===== src/rtl/encoder8x3_pending.sv =====
// encoder8x3_pending: eight sticky request lines feed a pending register.
// The winning pending index is offered under valid/ready, and each accepted
// index clears its pending bit. A request that arrives on a bit which is
// already pending raises a one-cycle ovf pulse.
module encoder8x3_pending #(
  parameter bit MSB_FIRST = 1'b0
) (
  input  logic       clk,
  input  logic       rst_n,
  input  logic       en_i,
  input  logic [7:0] in_i,
  input  logic       ready_i,
  output logic [2:0] out_o,
  output logic       valid_o,
  output logic [3:0] cnt_o,
  output logic       ovf_o
);

  localparam int unsigned N  = 8;
  localparam int unsigned IW = 3;
  localparam int unsigned CW = 4;

  logic [N-1:0]  pending_q, pending_d;
  logic [CW-1:0] cnt_q, cnt_d;
  logic          ovf_q, ovf_d;

  logic [IW-1:0] win_idx;
  logic          any_pending;
  logic          valid_c;
  logic [IW-1:0] out_c;
  logic          fire;
  logic [N-1:0]  ack_mask;
  logic [N-1:0]  cap;

  // Pick the winning pending index in the configured priority order.
  always_comb begin
    win_idx = '0;
    if (MSB_FIRST) begin
      for (int i = 0; i < int'(N); i++) begin
        if (pending_q[i]) win_idx = IW'(i);
      end
    end else begin
      for (int i = int'(N) - 1; i >= 0; i--) begin
        if (pending_q[i]) win_idx = IW'(i);
      end
    end
  end

  // Present the winner. en gates valid directly, so dropping en hides the
  // index in the same cycle. out is held at zero whenever valid is low.
  always_comb begin
    any_pending = |pending_q;
    valid_c     = en_i & any_pending;
    out_c       = valid_c ? win_idx : '0;
  end

  // Work out the accept and capture masks, the next pending value, the
  // overflow flag and the population count.
  always_comb begin
    fire      = valid_c & ready_i;
    ack_mask  = fire ? (N'(1) << out_c) : '0;
    cap       = en_i ? in_i : '0;
    // A capture on the bit being accepted re-arms it (set wins over clear).
    pending_d = (pending_q & ~ack_mask) | cap;
    // Only a capture that hits a bit which stays pending counts as overflow.
    ovf_d     = |(cap & pending_q & ~ack_mask);
    cnt_d     = '0;
    for (int i = 0; i < int'(N); i++) begin
      cnt_d = cnt_d + CW'(pending_d[i]);
    end
  end

  // State registers. Reset clears every pending request immediately.
  always_ff @(posedge clk or negedge rst_n) begin
    if (!rst_n) begin
      pending_q <= '0;
      cnt_q     <= '0;
      ovf_q     <= 1'b0;
    end else begin
      pending_q <= pending_d;
      cnt_q     <= cnt_d;
      ovf_q     <= ovf_d;
    end
  end

  assign out_o   = out_c;
  assign valid_o = valid_c;
  assign cnt_o   = cnt_q;
  assign ovf_o   = ovf_q;

endmodule


===== config.mk =====
export PLATFORM = sky130hd
export DESIGN_NAME = encoder8x3_pending
export DESIGN_NICKNAME = d
export VERILOG_FILES = /design/src/rtl/encoder8x3_pending.sv
export SDC_FILE = /design/constraint.sdc
export NUM_CORES = 1
export LEC_CHECK = 0
export CAP_MARGIN = 40
export CORE_MARGIN = 5
export CORE_UTILIZATION = 40
export CTS_BUF_LIST = sky130_fd_sc_hd__clkbuf_16
export DETAILED_ROUTE_END_ITERATION = 10
export PLACE_DENSITY = 0.64
export SLEW_MARGIN = 20
export SYNTH_ARGS = -nofsm -noshare
export SYNTH_HDL_FRONTEND = slang
export SYNTH_SLANG_ARGS = --single-unit

===== constraint.sdc =====
create_clock -name clk -period 7.3 [get_ports clk]
set_input_delay 1.095 -clock clk [delete_from_list [all_inputs] [get_ports clk]]
set_output_delay 1.095 -clock clk [all_outputs]
set_load 0.1 [all_outputs]

==> metrics.md <==
| Metric | Value |
|---|---|
| Vias in the first global route | 723 |
| Max-cap violations | 0 |
| RSZ-0062 raised after global routing | false |
| Global route overflow | 0 |
| Via count | 719 |
| Max FO, Critical Path | 17 |
| Post-DP HPWL | 1430 um |
| CTS max path bufs | 2 |
| TritonCTS Buffers | 3 |
| Synth Area in XOR/XNOR | 1.05% |
| Die ar. | 3100 um^2 |
| First-pass GRT wire length | 3180 um |
| Final max-slew violation count | 0 |
| Post-synth top area share | 39.0% |
| CP Launch Type | input port |
| Final wirelength | 1820 um |
| Placed Instance Area | 1190 um^2 |
| Post-synth EDFFs | 0 |
| Initial Utilization | 42.1% |
| Final TNS setup | 0 ps |
| Initial DRT Pass Iterations | 4 |
| H-tree depth | 1 |
| DRC Markers | 0 |
| Tmin final | 4610 ps |
| Die H | 55.7 um |
| Hold-fix buffers, CTS | 0 |
| Synth top area cells | dfrtp_1 (39%), fa_1 (9.6%), inv_1 (8.1%), ha_1 (4.5%), a22o_1 (3.1%) |
| Area leader, netlist | dfrtp_1 |
| Worst Path Required | 7420 ps |
| Status | complete, no violations |
| Largest family of logic cells by synthesized area | compound AO/OA/AOI/OAI gates |
| IO Pins | 21 |
| Initial DRC Count | 14 |
| Post-CTS setup buffers | 0 |
| Power Density | 292 nW/um^2 |
| Static leakage | 0.564 nW |
| Simple-gate portion of the synthesized area | 14.7% |
| Post-Syn Area | 835 um^2 |
| Final period utilization | 63.2% |
| Largest net degree at the start of global routing | 18 |
| Async S/R FF share, synth | 100% |
| Flip-flop and latch area | 325 um^2 |
| Multi-input logic area | 433 um^2 |
| Hold/Removal Path Class | flip-flop to flip-flop |
| TritonCTS clock tree | built |
| Complex-gate fraction of the synthesized area | 22.0% |
| Yosys warnings | 0 |
| WP data arrival | 4730 ps |
| Clk_lat worst skew | 240 ps |
| Routability congestion estimate | 0.802 |
| Drt wl/cell | 12.6 um |
| Layout cells sized above 1 | 14.5% |
| Fin nets | 137 |
| Synthesis-to-finish area growth | 52.6% |
| Yosys cell types | 32 |
| Clock root buffer | clkbuf_16 |
| Worst Max-Slew Pin Slew | 602 ps |
| Main synth FF type | dfrtp_1 |
| Worst-path clk slew | 40 ps |
| Sequential-to-total area share from yosys stat | 39.0% |
| Die width | 55.7 um |
| # resized after CTS | 0 |
| Max Clock Skew | 1.98 ps |
| Relative slew margins | 59.8% |
| DR vias/cell | 4.99 |
| Number of diodes | 0 |
| Post-Synth Adder-Cell Area | 14.1% |
| Final Hold Vio Count | 0 |
| Syn Inst Count | 86 |
| CORE AREA | 1980 um^2 |
| Fillers | 157 |
| Number of clock sinks | 13 |
| Row cnt | 16 |
| Mux contribution to synthesized area | 0% |
| Highest clock rate | 217 MHz |
| #FFs+latches synth | 13 |
| Fin area | 1270 um^2 |
| Port Buffers | 20 |
| Total track usage | 13.4% |
| Mapped Avg Cell Area | 9.70 um^2 |
| CP Class | input port to flip-flop |
| Syn Nets | 105 |
| Final ANT Viol Nets | 0 |
| Final Setup Violations | 0 |
| VDD IR max | 0.393 mV |
| Initial antenna violation count | 0 |
| Critical path capture point type | flip-flop |
## flip-flops by register name (all words and copies together) (netlist names)
name,cells
cnt_o,4
pending_q,8
ovf_o,1
## cells in the final DEF (no fill, tap or decap), drive strengths merged, types with 2 or more instances in the layout
master and n:
a32oi 2, a31oi 2, a22oi 2, a21oi 4, nand2 6, a22o 5, inv 19, dfrtp 13
nor2 3, ha 3, clkdlybuf4s50 20, clkbuf 3, nor3 3, o21ai 3, nand3 3, fa 4
buf 9
## stage by stage
stage | hold WS, ps | cells | util (%) | setup WS, ps | power, mW
detailed placement | 603 | 140 | 60.3 | 2470 | 0.274
global route | 665 | 144 | 64.3 | 2480 | 0.389
floorplan | 545 | 86 | - | 2270 | 0.200
CTS | 613 | 144 | 64.3 | 2690 | 0.376
global placement | 607 | 131 | 53.5 | 2560 | 0.236
finish | 607 | 144 | 64.3 | 2690 | 0.372
## path summary, 6_finish.rpt
kind | from | to | slack, ps | cells after the start
max | en_i | cnt_o[2]$_DFF_PN0_ | 2690 | 14
min | pending_q[7]$_DFF_PN0_ | pending_q[7]$_DFF_PN0_ | 610 | 2
max reg2reg | pending_q[1]$_DFF_PN0_ | cnt_o[2]$_DFF_PN0_ | 3770 | 14
min reg2reg | pending_q[7]$_DFF_PN0_ | pending_q[7]$_DFF_PN0_ | 610 | 2
max in group asynchronous | rst_n | pending_q[5]$_DFF_PN0_ | 5720 | 1
min in group asynchronous | rst_n | cnt_o[1]$_DFF_PN0_ | 1220 | 1
## cells in the mapped netlist, types with 2 or more instances
master and number:
a32oi_1 2, inv_1 18, nor2_1 3, fa_1 4, nand2_1 6, ha_1 3, nand3_1 2, a31oi_1 2
o21ai_0 3, a21oi_1 4, a22o_2 2, nor3_1 3, a22o_1 3, dfrtp_1 13
## kinds of logic (layout without fill, tap and decap cells)
group,Yosys count,count (layout)
buf+inv,20,51
fa+ha+maj,7,7
xor+xnor,1,1
simple gates,21,21
compound gates,24,24
flops,13,13
## layout make-up
cell class                      instances  share of cell area [%]
Timing Repair Buffer                   29                    26.3
Inverter                               18                    5.30
Clock inverter                          1                   0.295
Sequential cell                        13                    25.5
Multi-Input combinational cell         53                    34.0
Tap cell                               27                    2.65
Clock buffer                            3                    5.89
## critical path: stages
cell and delay (ps):
clkdlybuf4s50_1 850, nand3_1 170, o21ai_0 180, and2_1 180
fa_1 420, inv_1 80, fa_1 410, inv_1 80
fa_1 420, inv_1 70, ha_1 160, inv_1 50
fa_1 380, xnor2_1 150
## report_power, final
group,internal [mW],total [mW],leakage [nW],switching [mW]
combinational,0.0671,0.181,0.389,0.114
clock,0.0719,0.0995,0.0423,0.0276
sequential,0.0839,0.0908,0.133,0.00691
total,0.223,0.372,0.564,0.149
## metal layers
layer | global-route usage [%] | share of wire [%]
met1 | 15.8 | 45
met2 | 20.9 | 46
met3 | 5.10 | 5.8
met4 | 7.29 | 2.5
met5 | 0 | 0
No activity file was read; power rests on OpenSTA's default activity.
